--- config.mk ---
export PLATFORM = sky130hd
export DESIGN_NAME = multiplicador
export DESIGN_NICKNAME = d
export VERILOG_FILES = /design/src/rtl/multiplicador_pkg.sv /design/src/rtl/multiplicador_booth_passo.sv /design/src/rtl/multiplicador.sv
export SDC_FILE = /design/constraint.sdc
export NUM_CORES = 1
export LEC_CHECK = 0
export ABC_AREA = 1
export ABC_CLOCK_PERIOD_IN_PS = 2700
export CORE_ASPECT_RATIO = 0.75
export CORE_MARGIN = 2
export CORE_UTILIZATION = 40
export CTS_CLUSTER_DIAMETER = 120
export DETAILED_ROUTE_END_ITERATION = 8
export PLACE_DENSITY = 0.62
export SLEW_MARGIN = 15
export SYNTH_ARGS = -nofsm -noshare
export SYNTH_HDL_FRONTEND = slang
export SYNTH_HIERARCHICAL = 1
export SYNTH_SLANG_ARGS = --single-unit
--- constraint.sdc ---
create_clock -name clock -period 2.7 [get_ports clock]
set_input_delay 0.54 -clock clock [delete_from_list [all_inputs] [get_ports clock]]
set_output_delay 0.54 -clock clock [all_outputs]
set_load 0.005 [all_outputs]
--- src/rtl/multiplicador_pkg.sv ---
// rtl/multiplicador_pkg.sv - shared widths, FSM encoding and Booth pair codes for the HI/LO multiplier
package multiplicador_pkg;

  localparam int WIDTH = 32;
  localparam int ACC_W = WIDTH + 1;
  localparam int CNT_W = $clog2(WIDTH + 1);

  typedef enum logic [1:0] {
    IDLE = 2'd0,
    RUN  = 2'd1,
    DONE = 2'd2
  } state_t;

  // {Q[0], q_-1} pairs that trigger an add or a subtract of M
  localparam logic [1:0] BOOTH_ADD = 2'b01;
  localparam logic [1:0] BOOTH_SUB = 2'b10;

  typedef struct packed {
    logic [ACC_W-1:0] acc;
    logic [WIDTH-1:0] q;
    logic             q_m1;
  } booth_t;

endpackage

--- src/rtl/multiplicador_booth_passo.sv ---
// rtl/multiplicador_booth_passo.sv - one combinational radix-2 Booth step with arithmetic right shift
module multiplicador_booth_passo
  import multiplicador_pkg::*;
(
  input  booth_t           cur,
  input  logic [WIDTH-1:0] m,
  output booth_t           nxt
);

  logic [ACC_W-1:0] m_ext;
  logic [ACC_W-1:0] sum;

  always_comb begin
    m_ext = {m[WIDTH-1], m};
    case ({cur.q[0], cur.q_m1})
      BOOTH_ADD: sum = cur.acc + m_ext;
      BOOTH_SUB: sum = cur.acc - m_ext;
      default:   sum = cur.acc;
    endcase
    // 66-bit {acc, q, q_m1} shifted right with the accumulator sign replicated
    nxt.acc  = {sum[ACC_W-1], sum[ACC_W-1:1]};
    nxt.q    = {sum[0], cur.q[WIDTH-1:1]};
    nxt.q_m1 = cur.q[0];
  end

endmodule

--- src/rtl/multiplicador.sv ---
// rtl/multiplicador.sv - sequential 32x32 signed Booth multiplier producing HI/LO for MULT
module multiplicador
  import multiplicador_pkg::*;
(
  input  logic             clock,
  input  logic             reset,
  input  logic             MULT_START,
  input  logic [WIDTH-1:0] A,
  input  logic [WIDTH-1:0] B,
  output logic             MULT_END,
  output logic [WIDTH-1:0] HI,
  output logic [WIDTH-1:0] LO
);

  state_t           state;
  logic [CNT_W-1:0] cnt;
  logic [WIDTH-1:0] m;
  booth_t           cur;
  booth_t           nxt;

  multiplicador_booth_passo u_passo (
    .cur (cur),
    .m   (m),
    .nxt (nxt)
  );

  always_ff @(posedge clock or negedge reset) begin
    if (!reset) begin
      state    <= IDLE;
      cnt      <= '0;
      m        <= '0;
      cur.acc  <= '0;
      cur.q    <= '0;
      cur.q_m1 <= 1'b0;
      MULT_END <= 1'b0;
      HI       <= '0;
      LO       <= '0;
    end else if (MULT_START) begin
      // a start in any state discards whatever was in flight
      state    <= RUN;
      cnt      <= CNT_W'(WIDTH);
      m        <= A;
      cur.acc  <= '0;
      cur.q    <= B;
      cur.q_m1 <= 1'b0;
      MULT_END <= 1'b0;
      HI       <= '0;
      LO       <= '0;
    end else begin
      case (state)
        RUN: begin
          cur <= nxt;
          cnt <= cnt - CNT_W'(1);
          if (cnt == CNT_W'(1)) begin
            state    <= DONE;
            MULT_END <= 1'b1;
            HI       <= nxt.acc[WIDTH-1:0];
            LO       <= nxt.q;
          end
        end
        default: begin
        end
      endcase
    end
  end

endmodule

# Word level (Yosys, flattened, before mapping)
# Cells that the tools add are included.
op_classes:
  mul: 0
  n_div: 0
  bitwise: 0
  n_addsub: 3
  shifts: 0
  magnitude_cmp: 0
  eq_ne: 4
  n_reduce_logical: 3
  mux: 17
ops:
  columns: ["cell", "n"]
  rows:
  - ["$mux W32", 6]
  - ["$mux W66", 2]
  - ["$pmux W33 S2", 1]
  - ["$add A33 B33 Y33", 1]
  - ["$sub A33 B33 Y33", 1]
  - ["$mux W6", 2]
  - ["$eq A6 B1 Y1 const B", 1]
  - ["$mux W2", 3]
  - ["$sub A6 B1 Y6 const B", 1]
  - ["$eq A2 B1 Y1 const B", 2]
  - ["$reduce_bool A2 Y1", 2]
  - ["$mux W1", 3]
  - ["$eq A2 B2 Y1 const B", 1]
  - ["$reduce_and A2 Y1", 1]
totals:
  reg_bits: 171
  n_memories: 0
  ram_bits: 0
  rom_bits: 0
  latchBits: 0
  output_inout_bits: 65

# Longest topological paths before layout
# Gate-level depths: netlist of run 1.
depth:
  depth_word: 5
  depth_mapped: 29
  ltp_nobuf: 29

# Modules after synthesis
# The synthesis of run 1 kept the hierarchy.
by_module_without_submodules:
  columns: ["module", "area_each_um2", "seq_area_each_um2", "cells_per_inst", "instances"]
  rows:
  - ["multiplicador", 7307.0, 4254.1, 883, 1]
  - ["multiplicador_booth_passo", 3799.9, 0.0, 759, 1]

# Worst setup path before layout of run 1
# No wires, ideal clock.
synth_path:
  kind: "reg2reg"
  from: "register cur[1] (netlist name)"
  to: "register cur[65] (netlist name)"
  t_arrival_ns: 2.796
  setup_ns: 0.117
  period_less_slack_ns: 2.913
  n_path_buf: 3
  required_ns: 2.583
  slack_ns: -0.213
  path_stages_with_launch: 22
  cell_sequence: "dfrtp_1 ha_1 clkbuf_1 inv_1 clkbuf_1 o21ai_0 xnor2_1 inv_1 ha_1 a21oi_1 nand2_1 a21oi_1 nand2_1 nand2_1 nand2_1 inv_1 nand3_1 nand3_1 nand2_1 buf_4 nand3_1 nand2_1"

==> flow_metrics.tcl, run 1 <==
set metrics [dict create \
    status "finished, violations left" \
    failed_checks "setup timing" \
    fin_hold_ws_ps 110 \
    final_common_cell "nand2_1" \
    netlist_area_mm2 0.0111 \
    numCtsBuffers 17 \
    cts-root-buf "clkbuf_16" \
    fp.dieH_um 148 \
    final_cell_mix "nand2_1 (553), buf_4 (176), dfrtp_1 (168)" \
    path_class "flip-flop to flip-flop" \
    yosysUniqueCellTypes 39 \
    antenna_found_initial 1 \
    synth_top_area_share_pct 38.3 \
    ys_ff_latch 170 \
    grt_max_degree 103 \
    final_core_util_pct 58.3 \
    path_common_cell "nand2_1" \
    portBuffers 131 \
    slowest_delay_ps 400 \
    drv_slew 0 \
    critPathLaunchType "flip-flop" \
    clockBufferDepth 2 \
    area_growth_pct 42.5 \
    critPathMaxFanout 4 \
    boundaryPins 132 \
    postSynth.asyncResetShare_pct 100 \
    stdcell_count 2255 \
    hp-class "primary input to async pin" \
    ys_top_cells_by_area "dfrtp_1 (38%), nand2_1 (21%), inv_1 (6.1%)" \
    avgViaCountPerCell 4.87 \
    route.detailed.drc 0 \
    core_region_area_mm2 0.0271 \
    endpoint_kind "flip-flop" \
    post_route_cells_drive_above_1_share_pct 27.9 \
    hold_viol_final 0 \
    ys_seq_area_share_pct 38.3 \
    dieArea_mm2 0.0291 \
    yosysTopAreaCell "dfrtp_1" \
    nets 1995 \
    num_antenna_cells 0 \
    h-tree-depth 4 \
    p_leak_uw 0.00795 \
    wl_per_cell_um 15.4 \
    worstPathRequired_ps 3020 \
    tightest_slew_ps 741 \
    cts_tree "done" \
    fin_crit_sh_pct 121 \
    clk_latency_ps 440 \
    cts_hold_buf 0 \
    p_total_uw 15200 \
    yosys_warnings 6 \
    postSynthCellCount 1642 \
    finalSetupTns_ps -19490 \
    num_rows 52 \
    arrival_ps 3590 \
    start_util_pct 40.9 \
    grt_use_total_pct 23.9 \
    vias 11000 \
    period_needed_ps 3260 \
    max_slew_margin_pct 50.5 \
    clock-sinks 170 \
    synth-main-ff-cell "dfrtp_1" \
    cp_top_family "simple AND/OR/NAND/NOR gates" \
    worst_slack_ps -560 \
    gp_congestion 1.02 \
    maxCapViolCount 0 \
    grt_pass1_wl_mm 55.6 \
    timing.fmax_mhz 307 \
    synth-edff-count 0 \
    syn_nets 1746 \
    grt_pass1_vias 10700 \
    vdd_drop_max_mv 0.609 \
    setup_viol_count_final 55 \
    die_x_um 196 \
    place_hpwl_mm 24.6 \
    grt_overflow 0 \
    syn_area_per_cell_um2 6.76 \
    cpMaxStageDelayCell "dfrtp_1" \
    rsz0062_at_grt "true" \
    wl_mm 34.7 \
    critical_path_buf_inv_count 4 \
    drtAntennaViolNets 0 \
    drt_pre_antenna_iters 5 \
    fin_skew_ps 11.0 \
    fillers 2528 \
    powerDensity_mw_per_mm2 963 \
    dr.first_iter.drc_count 712 \
    clkTransAtPathRegs_ps 70 \
    dp.cells 2178 \
]
[state kept, by name, indices dropped and copies added (netlist names)]
signal    count
LO           32
state         1
HI           32
cur          66
m            32
cnt           6
MULT_END      1
[final timing paths]
path                            startpoint  endpoint  slack [ps]  cells after the start
worst max-delay path                 m[11]    HI[31]        -560                     27
worst min-delay path                 reset      m[3]         110                      1
worst max register to register       m[11]    HI[31]        -560                     27
worst min register to register     cur[15]   cur[15]         490                      2
max in group asynchronous            reset   cur[61]        1820                      2
min in group clock                 cur[15]   cur[15]         490                      2
[power breakdown]
| group | internal (uW) | total (uW) | switching (uW) |
|---|---|---|---|
| registers | 3170 | 3790 | 620 |
| logic | 4160 | 8940 | 4780 |
| clock network | 1350 | 2510 | 1160 |
| total | 8680 | 15200 | 6560 |
[stage by stage]
stage / cell area, um2 / worst slack, ps
floorplan: 11200 / -84.3
finish: 15800 / -560
detailed placement: 13500 / -687
global placement: 13500 / -678
global route: 15800 / -760
CTS: 15100 / -466
[logic make-up after synthesis]
group	share of synthesized area, %
compound gates	7.29
flops	38.3
simple gates	35.6
buf+inv	12.1
xor+xnor	2.44
fa+ha+maj	4.24
[synth_stat cells (3+ instances only)]
master / number
nand2_1: 630
inv_1: 180
dfrtp_1: 170
nor2_1: 155
nand3_1: 113
a21oi_1: 75
o21ai_0: 67
buf_4: 37
ha_1: 36
buf_2: 31
nor3_1: 18
xnor2_1: 16
xor2_1: 15
buf_6: 13
clkbuf_1: 13
nand4_1: 13
nand3b_1: 9
inv_2: 7
or2_2: 7
o21bai_1: 5
nor2_4: 4
nand2_4: 3
[metal layers]
layer | share of wire [%] | global-route usage, % | vias to the layer above | routed length, um
met4 | 1.3 | 5.11 | 2 | 435
met5 | 0.037 | 0 | - | 13
li1 | - | - | 5579 | -
met3 | 5.3 | 4.83 | 36 | 1840
met2 | 44 | 37.1 | 231 | 15300
met1 | 49 | 34.7 | 5139 | 17100
[cell type report]
| type | instances | area (um2) | area share [%] |
|---|---|---|---|
| Clock inverter | 13 | 134 | 0.846 |
| Timing Repair Buffer | 326 | 2880 | 18.2 |
| Sequential cell | 170 | 4260 | 26.9 |
| Inverter | 188 | 712 | 4.50 |
| Clock buffer | 19 | 453 | 2.86 |
| Tap cell | 351 | 439 | 2.77 |
| Multi-Input combinational cell | 1188 | 6960 | 44.0 |
[timing repair]
item / CTS / global route
resized for setup: 192 / 173
pin swaps: 80 / 85
setup endpoints to repair: 57 / 60
buffers inserted: 25 / 21
hold endpoints to repair: 0 / 0
(Power assumes the default switching activity.)
==> run 2, diff against run 1 <==
- CORE_MARGIN: 2 -> not set
==> flow_metrics.tcl, run 2 (same netlist as run 1, synthesis figures left out) <==
set metrics [dict create \
    clkTransAtPathRegs_ps 70 \
    grt_pass1_wl_mm 56.2 \
    critPathLaunch "m[1]" \
    path_class "flip-flop to flip-flop" \
    top_register "cur" \
    gp_congestion 0.918 \
    hold_viol_final 0 \
    ff2ff_path_depth 23 \
    grt_use_total_pct 24.7 \
    area_growth_pct 39.4 \
    avgViaCountPerCell 4.90 \
    crit_end "cur[64]" \
    max_slew_margin_pct 49.6 \
    dp.cells 2177 \
    die_x_um 194 \
    clockBufferDepth 2 \
    core_region_area_mm2 0.0271 \
    route.detailed.drc 0 \
    grt_max_degree 103 \
    worstPathRequired_ps 3080 \
    period_needed_ps 3250 \
    drv_slew 0 \
    maxCapViolCount 0 \
    final_common_cell "nand2_1" \
    fp.dieH_um 146 \
    antenna_found_initial 1 \
    setup_viol_count_final 57 \
    rsz0062_at_grt "true" \
    multi_input_area_mm2 0.00665 \
    start_util_pct 40.9 \
    hp-class "primary input to async pin" \
    largest_reg_flops 66 \
    num_antenna_cells 0 \
    vdd_drop_max_mv 0.518 \
    num_rows 52 \
    drt_pre_antenna_iters 5 \
    fin_area_mm2 0.0155 \
    stdcell_count 2239 \
    post_route_cells_drive_above_1_share_pct 24.8 \
    critPathMaxFanout 5 \
    clock-sinks 170 \
    wl_mm 34.3 \
    critPathLaunchType "flip-flop" \
    drtAntennaViolNets 0 \
    dr.first_iter.drc_count 671 \
    status "finished, violations left" \
    powerDensity_mw_per_mm2 969 \
    worst_slack_ps -551 \
    boundaryPins 132 \
    h-tree-depth 4 \
    clk_latency_ps 440 \
    failed_checks "setup timing" \
    fillers 2532 \
    arrival_ps 3630 \
    tightest_slew_ps 756 \
    p_leak_uw 0.00786 \
    seq_area_mm2 0.00426 \
    nets 1979 \
    timing.fmax_mhz 308 \
    r2r_slack_ps -550 \
    place_hpwl_mm 24.1 \
    fin_skew_ps 9.22 \
    grt_overflow 0 \
    portBuffers 131 \
    endpoint_kind "flip-flop" \
    final_cell_mix "nand2_1 (566), dfrtp_1 (168), buf_4 (162)" \
    dpl_cell_area_mm2 0.0135 \
    vias 11000 \
    r2r-end "cur[64]" \
    dieArea_mm2 0.0284 \
    cts_tree "done" \
    cts-root-buf "clkbuf_16" \
    wl_per_cell_um 15.3 \
    r2r_start "m[1]" \
    numCtsBuffers 17 \
    grt_pass1_vias 10900 \
    fin_crit_sh_pct 120 \
]
-- run 2: cell count changes in the layout (fill, tap and decap cells not counted), moves of 9 or more --
cell	previous run	this run
nor2_4	31	20
nand2_2	60	51
nor2_1	89	107
nand2_1	553	566
buf_4	176	162
nand3_2	14	5
-- run 2: per-layer routing --
| metal | GRT usage [%] | share of wire, % | wire length [um] | up-vias |
|---|---|---|---|---|
| met5 | 0 | 0 | 0 | - |
| met2 | 38.8 | 45 | 15500 | 283 |
| met3 | 3.77 | 4.7 | 1600 | 33 |
| met4 | 6.43 | 1.3 | 451 | 0 |
| met1 | 35.3 | 49 | 16800 | 5119 |
| li1 | - | - | - | 5535 |
-- run 2: worst min-delay path by stage --
stage	from	endpoint	slack, ps	depth (start not counted)
6_report	reset	m[18]	30	1
2_1_floorplan	reset	HI[0]	240	0
5_1_grt	reset	m[18]	50	1
3_3_place_gp	cur[0]	cur[0]	460	2
3_5_place_dp	cur[0]	cur[0]	460	2
4_1_cts	reset	m[19]	30	1
-- run 2: power by group --
group / leakage [uW] / switching [uW] / total (uW) / internal, uW
clock network: 0.000320 / 1110 / 2790 / 1680
registers: 0.00218 / 583 / 3760 / 3170
logic: 0.00535 / 4550 / 8450 / 3900
-- run 2: area by class of cell --
type                       count  area share, %
multi-input combinational   1188           43.0
sequential                   170           27.5
timing repair buffer         310           17.9
clock inverter                13           1.38
inverter                     188           4.57
clock buffer                  19           2.86
tap                          351           2.84
-- run 2: critical path, stage by stage, from the launching register on --
cell,delay [ps]
dfrtp_1,390
inv_2,120
nand3_4,90
nor3_4,220
nand2_4,130
buf_12,140
o31ai_4,170
xnor2_1,150
inv_1,110
ha_4,310
nand4_1,150
nor3_1,160
nand2_1,130
nand2_2,130
nand2_1,60
nand2_1,90
inv_1,40
nand3_1,60
nand3_1,90
nand2_2,130
inv_2,60
nor2_4,100
nand2_1,60
nand2_1,60
-- run 2: through the flow --
step	total power, uW	hold slack, ps	worst slack (ps)	utilization, %	setup TNS, ps
global placement	10300	457	-718	49.8	-25580
global route	16000	52.1	-775	57.1	-32920
floorplan	7620	244	-84.3	-	-158
detailed placement	10400	464	-766	49.8	-27720
CTS	14500	31.8	-513	55.6	-19770
finish	15000	26.4	-551	57.1	-20710
-- run 2: repair_timing --
action	4_1_cts	5_1_grt
buffers inserted	21	10
hold buffers	0	0
gates resized for setup	194	94
pin swaps	59	50
endpoints found under the setup margin	57	59
==> run 3, diff against run 2 <==
- CORE_MARGIN: not set -> 4
- HOLD_SLACK_MARGIN: not set -> 0.02
==> flow_metrics.tcl, run 3 (same netlist as run 1, synthesis figures left out) <==
set metrics [dict create \
    failed_checks "setup timing" \
    fillers 2537 \
    arrival_ps 3680 \
    cp_top_family "simple AND/OR/NAND/NOR gates" \
    powerDensity_mw_per_mm2 970 \
    max_slew_margin_pct 30.4 \
    timing.fmax_mhz 302 \
    cts-root-buf "clkbuf_16" \
    portBuffers 131 \
    die_x_um 200 \
    drv_slew 0 \
    grt_pass1_wl_mm 56.2 \
    h-tree-depth 4 \
    critPathLaunch "m[1]" \
    vdd_drop_max_mv 0.578 \
    vias 11100 \
    largest_reg_flops 66 \
    clk_latency_ps 440 \
    grt_overflow 0 \
    numCtsBuffers 17 \
    antenna_found_initial 0 \
    p_leak_uw 0.00792 \
    wl_per_cell_um 15.5 \
    final_cell_mix "nand2_1 (556), dfrtp_1 (170), buf_4 (163)" \
    grt_max_degree 103 \
    cpMaxStageDelayCell "dfrtp_1" \
    period_needed_ps 3310 \
    clkTransAtPathRegs_ps 70 \
    fp.dieH_um 152 \
    cts_tree "done" \
    num_rows 52 \
    grt_pass1_vias 10800 \
    dpl_cell_area_mm2 0.0134 \
    boundaryPins 132 \
    top_register "cur" \
    nets 1985 \
    grt_use_total_pct 22.2 \
    r2r-end "HI[23]" \
    dr.first_iter.drc_count 598 \
    fin_area_mm2 0.0158 \
    num_antenna_cells 0 \
    cp_cell_sequence "inv_2, nand3_4, nor3_4, nand2_2, nor2_4, nand2_4, o21ai_2, xor2_1, ha_1, nand2_1, nand2_2, buf_4, a21oi_4, nand2_2, buf_4, o21ai_2, nand3_2, nand2_2, inv_2, nor2_2, nand2_1, nand2_1" \
    wl_mm 34.9 \
    clock-sinks 170 \
    gp_congestion 0.932 \
    path_class "flip-flop to flip-flop" \
    route.detailed.drc 0 \
    core_region_area_mm2 0.0271 \
    r2r_slack_ps -610 \
    worstPathRequired_ps 3070 \
    rsz0062_at_grt "true" \
    start_util_pct 40.9 \
    avgViaCountPerCell 4.93 \
    setup_viol_count_final 57 \
    critical_path_buf_inv_count 4 \
    status "finished, violations left" \
    clockBufferDepth 2 \
    ff2ff_path_depth 22 \
    maxCapViolCount 0 \
    dieArea_mm2 0.0305 \
    fin_hold_ws_ps 63.8 \
    r2r_start "m[1]" \
    p_total_uw 15300 \
    critPathMaxFanout 3 \
    tightest_slew_ps 1040 \
    seq_area_mm2 0.00425 \
    endpoint_kind "flip-flop" \
    pre_cts_slack_ps -796 \
    final_common_cell "nand2_1" \
    drtAntennaViolNets 0 \
    fin_skew_ps 11.1 \
    finalSetupTns_ps -23480 \
    place_hpwl_mm 24.1 \
    hold_viol_final 0 \
    worst_slack_ps -609 \
    multi_input_area_mm2 0.00688 \
    area_growth_pct 41.9 \
    fin_crit_sh_pct 123 \
    hp-class "primary input to async pin" \
    slowest_delay_ps 390 \
    path_common_cell "nand2_2" \
    post_route_cells_drive_above_1_share_pct 26.5 \
    drt_pre_antenna_iters 5 \
    critPathLaunchType "flip-flop" \
]
==> run 3: how the worst max path moves through the flow <==
stage / depth (start not counted) / slack (ps) / endpoint
after detailed placement: 22 / -800 / HI[23]
after floorplan: 22 / -80 / cur[65]
after global placement: 22 / -780 / HI[23]
after CTS: 22 / -520 / HI[23]
after global routing: 24 / -820 / HI[27]
final: 22 / -610 / HI[23]
==> run 3: worst register-to-register path, cell delays in order, from the launching register on <==
cell,delay [ps]
dfrtp_1,390
inv_2,130
nand3_4,100
nor3_4,190
nand2_2,140
nor2_4,180
nand2_4,90
o21ai_2,130
xor2_1,200
ha_1,300
nand2_1,100
nand2_2,70
buf_4,140
a21oi_4,160
nand2_2,80
buf_4,150
o21ai_2,140
nand3_2,140
nand2_2,130
inv_2,40
nor2_2,100
nand2_1,70
nand2_1,80
==> run 3: cell type report <==
cell class	count	area share (%)
multi-input combinational	1188	43.6
timing repair buffer	316	18.1
clock buffer	18	2.79
sequential	170	27.0
inverter	188	4.56
clock inverter	14	1.15
tap	351	2.79
==> run 3: metrics by stage <==
step | instances | util (%)
2_1_floorplan | 1642 | -
3_3_place_gp | 2168 | 49.5
3_5_place_dp | 2168 | 49.5
4_1_cts | 2225 | 55.1
5_1_grt | 2245 | 58.1
6_report | 2245 | 58.1
==> run 3: per-layer routing <==
metal  routed length (um)  vias up  GRT usage, %
met2                15700      257          35.0
met5                    0        -             0
li1                     -     5546             -
met1                16800     5214          32.3
met3                 1750       48          4.00
met4                  565        0          4.75
==> run 3: timing repair <==
item | 4_1_cts | 5_1_grt
pin swaps | 72 | 96
gates cloned | 0 | 0
setup buffers | 25 | 21
resized for setup | 183 | 168
hold buffers | 0 | 0
endpoints found under the setup margin | 61 | 61
==> run 3: power breakdown <==
group          total, uW  internal (uW)  switching [uW]
clock network       2610           1430            1180
logic               8900           4120            4780
registers           3780           3170             613
==> RTL change 1, RTL diff (config.mk and constraints of run 3) <==
Register the output `HI` once more, with the module's reset; this adds one clock of latency there. The other outputs are not delayed to match.
--- a/src/rtl/multiplicador.sv
+++ b/src/rtl/multiplicador.sv
@@ -12,4 +12,6 @@
   output logic [WIDTH-1:0] LO
 );
+
+  logic [WIDTH-1:0] HI_s0;
 
   state_t           state;
@@ -34,5 +36,5 @@
       cur.q_m1 <= 1'b0;
       MULT_END <= 1'b0;
-      HI       <= '0;
+      HI_s0    <= '0;
       LO       <= '0;
     end else if (MULT_START) begin
@@ -45,5 +47,5 @@
       cur.q_m1 <= 1'b0;
       MULT_END <= 1'b0;
-      HI       <= '0;
+      HI_s0    <= '0;
       LO       <= '0;
     end else begin
@@ -55,5 +57,5 @@
             state    <= DONE;
             MULT_END <= 1'b1;
-            HI       <= nxt.acc[WIDTH-1:0];
+            HI_s0    <= nxt.acc[WIDTH-1:0];
             LO       <= nxt.q;
           end
@@ -65,4 +67,12 @@
   end
 
+  always_ff @(posedge clock or negedge reset) begin
+    if (!reset) begin
+      HI <= '0;
+    end else begin
+      HI <= HI_s0;
+    end
+  end
+
 endmodule
 
Behaviour: no difference found for any inputs over 10 cycles, from zero or initial values and one cycle with reset low; that may be too few to reach the edited logic, so the function may still have changed.
==> RTL change 1 against run 3 <==
The run still ends with negative setup slack left; power increased by 13%; worst setup slack improved by 140 ps; routed wire length increased by 2.1%; count of clock-buffer cells in the layout increased by 11; critical path depth decreased by 1; final area increased by 8.3%; cell count increased by 3.7%; core utilization decreased by 0.16 points; sequential cell count increased by 32; maximum frequency increased by 4.3%; die area increased by 8.7%; area after synthesis increased by 9.1%; critical endpoint is now cur[62]; largest power group unchanged; highest routed layer unchanged.
==> RTL change 1: results <==
[outcome]
status = "complete, but fails checks"
violations = "negative setup slack"

[finish]
n_fill_cell = 2759
diodes = 0
area.share.sequential = 0.296
buf_share = 0.168
nClkBuffers = 29
multi_input_area_share = 0.417
seq_cells = 202
layout.nets = 2024
drive_gt1_frac = 0.287
nNonClkInverters = 189
clock_area_frac = 0.0480

[power]
p_leak_nw = 8.51
powerClk_mw = 3.35
ir_worst_vdd_v = 0.000526
p_comb_frac = 0.540
intPower_mw = 10.3

[place]
globalplace.congestion = 0.915
dpl.cell_count = 2249
detailed_place_hpwl_mm = 25.5

[synthesis]
async_flop_share = 1.00
yosys-top-cells-count = "nand2_1 (629), dfrtp_1 (202), inv_1 (181)"
yosysSeqAreaShare = 0.417
synth_cell_type_count = 41
syn_area_per_cell_um2 = 7.23
synth_top_area_frac = 0.417
synthXorXnorAreaFrac = 0.0224
syn_nets = 1779
synth-compound-area-share = 0.0668
synthAdderAreaFrac = 0.0388
yosys-top-cells-area = "dfrtp_1 (42%), nand2_1 (19%), inv_1 (5.6%), nor2_1 (4.8%), ha_1 (3.7%)"

[critical_path]
path_max_fanout = 4
cpPeakStageDelay_ps = 370
arrival_ps = 3620

[clocking]
clk_path_buf_depth = 3
cts_resized = 226
numCtsBuffers = 23
clk_pin_slew_ps = 60
clkLatencyLatePin_ps = 520
htree_levels = 1
cts-hold-fix-buffers = 1
root_buffer = "clkbuf_16"
post_cts_buffers = 28

[route]
dr.pass1.iters = 5
wirelength_mm = 35.6
drtIter0Drc = 626
wire_per_inst_um = 15.3
vias = 11200

[sta]
setup_viol = 51
fin_ws_ps = -471
clock_skew_ps = 21.5
final.setup.tns_ps = -15890
tightestPinTransition_ps = 555

[min_path]
hold_path_class = "reg2reg"

[grt]
grt_use_total = 0.209
grt_antenna_before_repair = 0
first_global_vias = 11000
grt_first_pass_wirelength_mm = 58.1
grt_max_degree = 116
RTL change 1: cell count changes in the layout (fill, tap and decap cells not counted), sizes merged, moves of 2 or more:
cell	delta
buf	-2
bufinv	+2
clkbuf	+12
dfrtp	+32
inv	-2
RTL change 1: per-stage QoR:
stage | hold slack, ps | area, um2 | power, mW | utilization | setup WS, ps
floorplan | 244 | 12200 | 8.54 | - | -84.3
global placement | 361 | 14600 | 11.4 | 0.495 | -626
detailed placement | 362 | 14600 | 11.5 | 0.495 | -627
CTS | 366 | 16500 | 16.5 | 0.561 | -408
global route | 380 | 17100 | 18.5 | 0.579 | -660
finish | 367 | 17100 | 17.3 | 0.579 | -471
RTL change 1: routing by layer:
metal  global-route usage  part of all wire  vias to the layer above
li1                     -                 -                     5674
met1                0.338              0.51                     5270
met2                0.303              0.41                      260
met4               0.0362             0.016                        0
met3               0.0239             0.054                       39
met5                    0                 0                        -
RTL change 1: cells by family (layout without fill, tap and decap cells):
group	Yosys count	in the layout
simple gates	964	964
buf+inv	285	547
flops	202	202
compound gates	156	156
fa+ha+maj	37	37
xor+xnor	31	31
RTL change 1: path summary, 6_finish.rpt:
path	start	end	cells past startpoint
setup / recovery	m[12]	cur[62]	21
hold / removal	HI_s0[0]	HI[0]	0
setup reg to reg	m[12]	cur[62]	21
hold reg to reg	HI_s0[0]	HI[0]	0
max in group asynchronous	reset	cur[62]	3
min in group asynchronous	reset	cur[11]	2
RTL change 1: worst max-delay path: cells and delay by family, from the launching register on:
family | cells | cell delay, ps
xor gates and xnor gates | 1 | 150
and+or+nand+nor | 14 | 1780
buffers and inverters | 4 | 440
adders and majority gates | 1 | 290
AOI/OAI and AO/OA | 1 | 70
DFF | 1 | 370
==> RTL change 2, RTL diff (flow settings as in run 3) <==
Without the edit above. Set the package constant `WIDTH` to 16 (it was 32).
--- a/src/rtl/multiplicador_pkg.sv
+++ b/src/rtl/multiplicador_pkg.sv
@@ -2,5 +2,5 @@
 package multiplicador_pkg;
 
-  localparam int WIDTH = 32;
+  localparam int WIDTH = 16;
   localparam int ACC_W = WIDTH + 1;
   localparam int CNT_W = $clog2(WIDTH + 1);
Interface: changed (resized A, B, HI and LO); port bits go from 132 to 68. The function was not compared with the original's and may differ.
==> RTL change 2 against run 3 <==
The flow still finishes with violations (negative setup slack); clock skew rose by 1.1 ps; power fell by 56%; sequential cell count fell by 81; hold slack improved by 81 ps; final area fell by 52%; routed wire length fell by 56%; worst setup slack improved by 460 ps; area after synthesis fell by 50%; highest routed layer unchanged; global-route usage fell by 2.0 points; critical path type unchanged.
==> RTL change 2: results <==
[outcome]
status = "complete, but fails checks"
violations = "negative setup slack"

[sta]
fin_ws_ps = -152
setup_viol = 16
final.setup.tns_ps = -1210
slew_headroom = 0.679
clock_skew_ps = 12.2

[place]
portBuffers = 67
placed_cell_area_um2 = 6490
detailed_place_hpwl_mm = 10.5
globalplace.congestion = 0.871
dpl_worst_slack_ps = -243

[critical_path]
cpPeakStageDelay_ps = 450
path_max_fanout = 4
arrival_ps = 3140
timing.rr.end = "HI[13]"
critPathSlowestCell = "dfrtp_2"

[synthesis]
synthAdderAreaFrac = 0.0490
syn_nets = 828
synth-compound-area-share = 0.0760
synthCells = 772
yosys-top-cells-area = "dfrtp_1 (40%), nand2_1 (19%), inv_1 (5.6%), nand3_1 (4.7%), ha_1 (4.5%)"
synth_cell_type_count = 33
yosys-top-cells-count = "nand2_1 (283), dfrtp_1 (89), inv_1 (83)"

[power]
p_seq_mw = 1.81
p_clk_frac = 0.205
ir_worst_vdd_v = 0.000428
power_density_nw_per_um2 = 907
intPower_mw = 4.00

[route]
drtIter0Drc = 308
wirelength_mm = 15.4
dr.pass1.iters = 4
viasPerCell = 4.83

[clocking]
clkLatencyLatePin_ps = 350
numCtsBuffers = 9

[grt]
first_global_vias = 5072
grt_max_degree = 49

[finish]
layout.cells.non_filler = 1047
layout.nets = 927
largest_reg_flops = 34
[RTL change 2: changes by cell type in the layout (fill, tap and decap cells not counted), moves of 35 or more]
cell             change
clkdlybuf4s50_1     -64
nor2_1              -57
nand3_1             -57
inv_1               -85
nand2_2             -35
dfrtp_1             -83
nand2_1            -294
buf_4              -102
[RTL change 2: final cells by class]
type | count | area, um2
Timing Repair Buffer | 135 | 1220
Sequential cell | 89 | 2230
Inverter | 88 | 335
Fill cell | 1243 | 5750
Clock buffer | 10 | 229
Clock inverter | 6 | 90.1
Multi-Input combinational cell | 548 | 3170
Tap cell | 171 | 214
[RTL change 2: layer usage]
metal / vias up / global-route usage / share of wire
li1: 2576 / - / -
met1: 2354 / 0.286 / 0.49
met2: 115 / 0.329 / 0.46
met3: 15 / 0.0322 / 0.039
met4: 0 / 0.0464 / 0.011
met5: - / 0 / 0
[RTL change 2: repair_timing]
action,CTS,global route
pin swaps,31,37
setup buffers,10,9
endpoints found under the setup margin,23,27
resized for setup,49,82
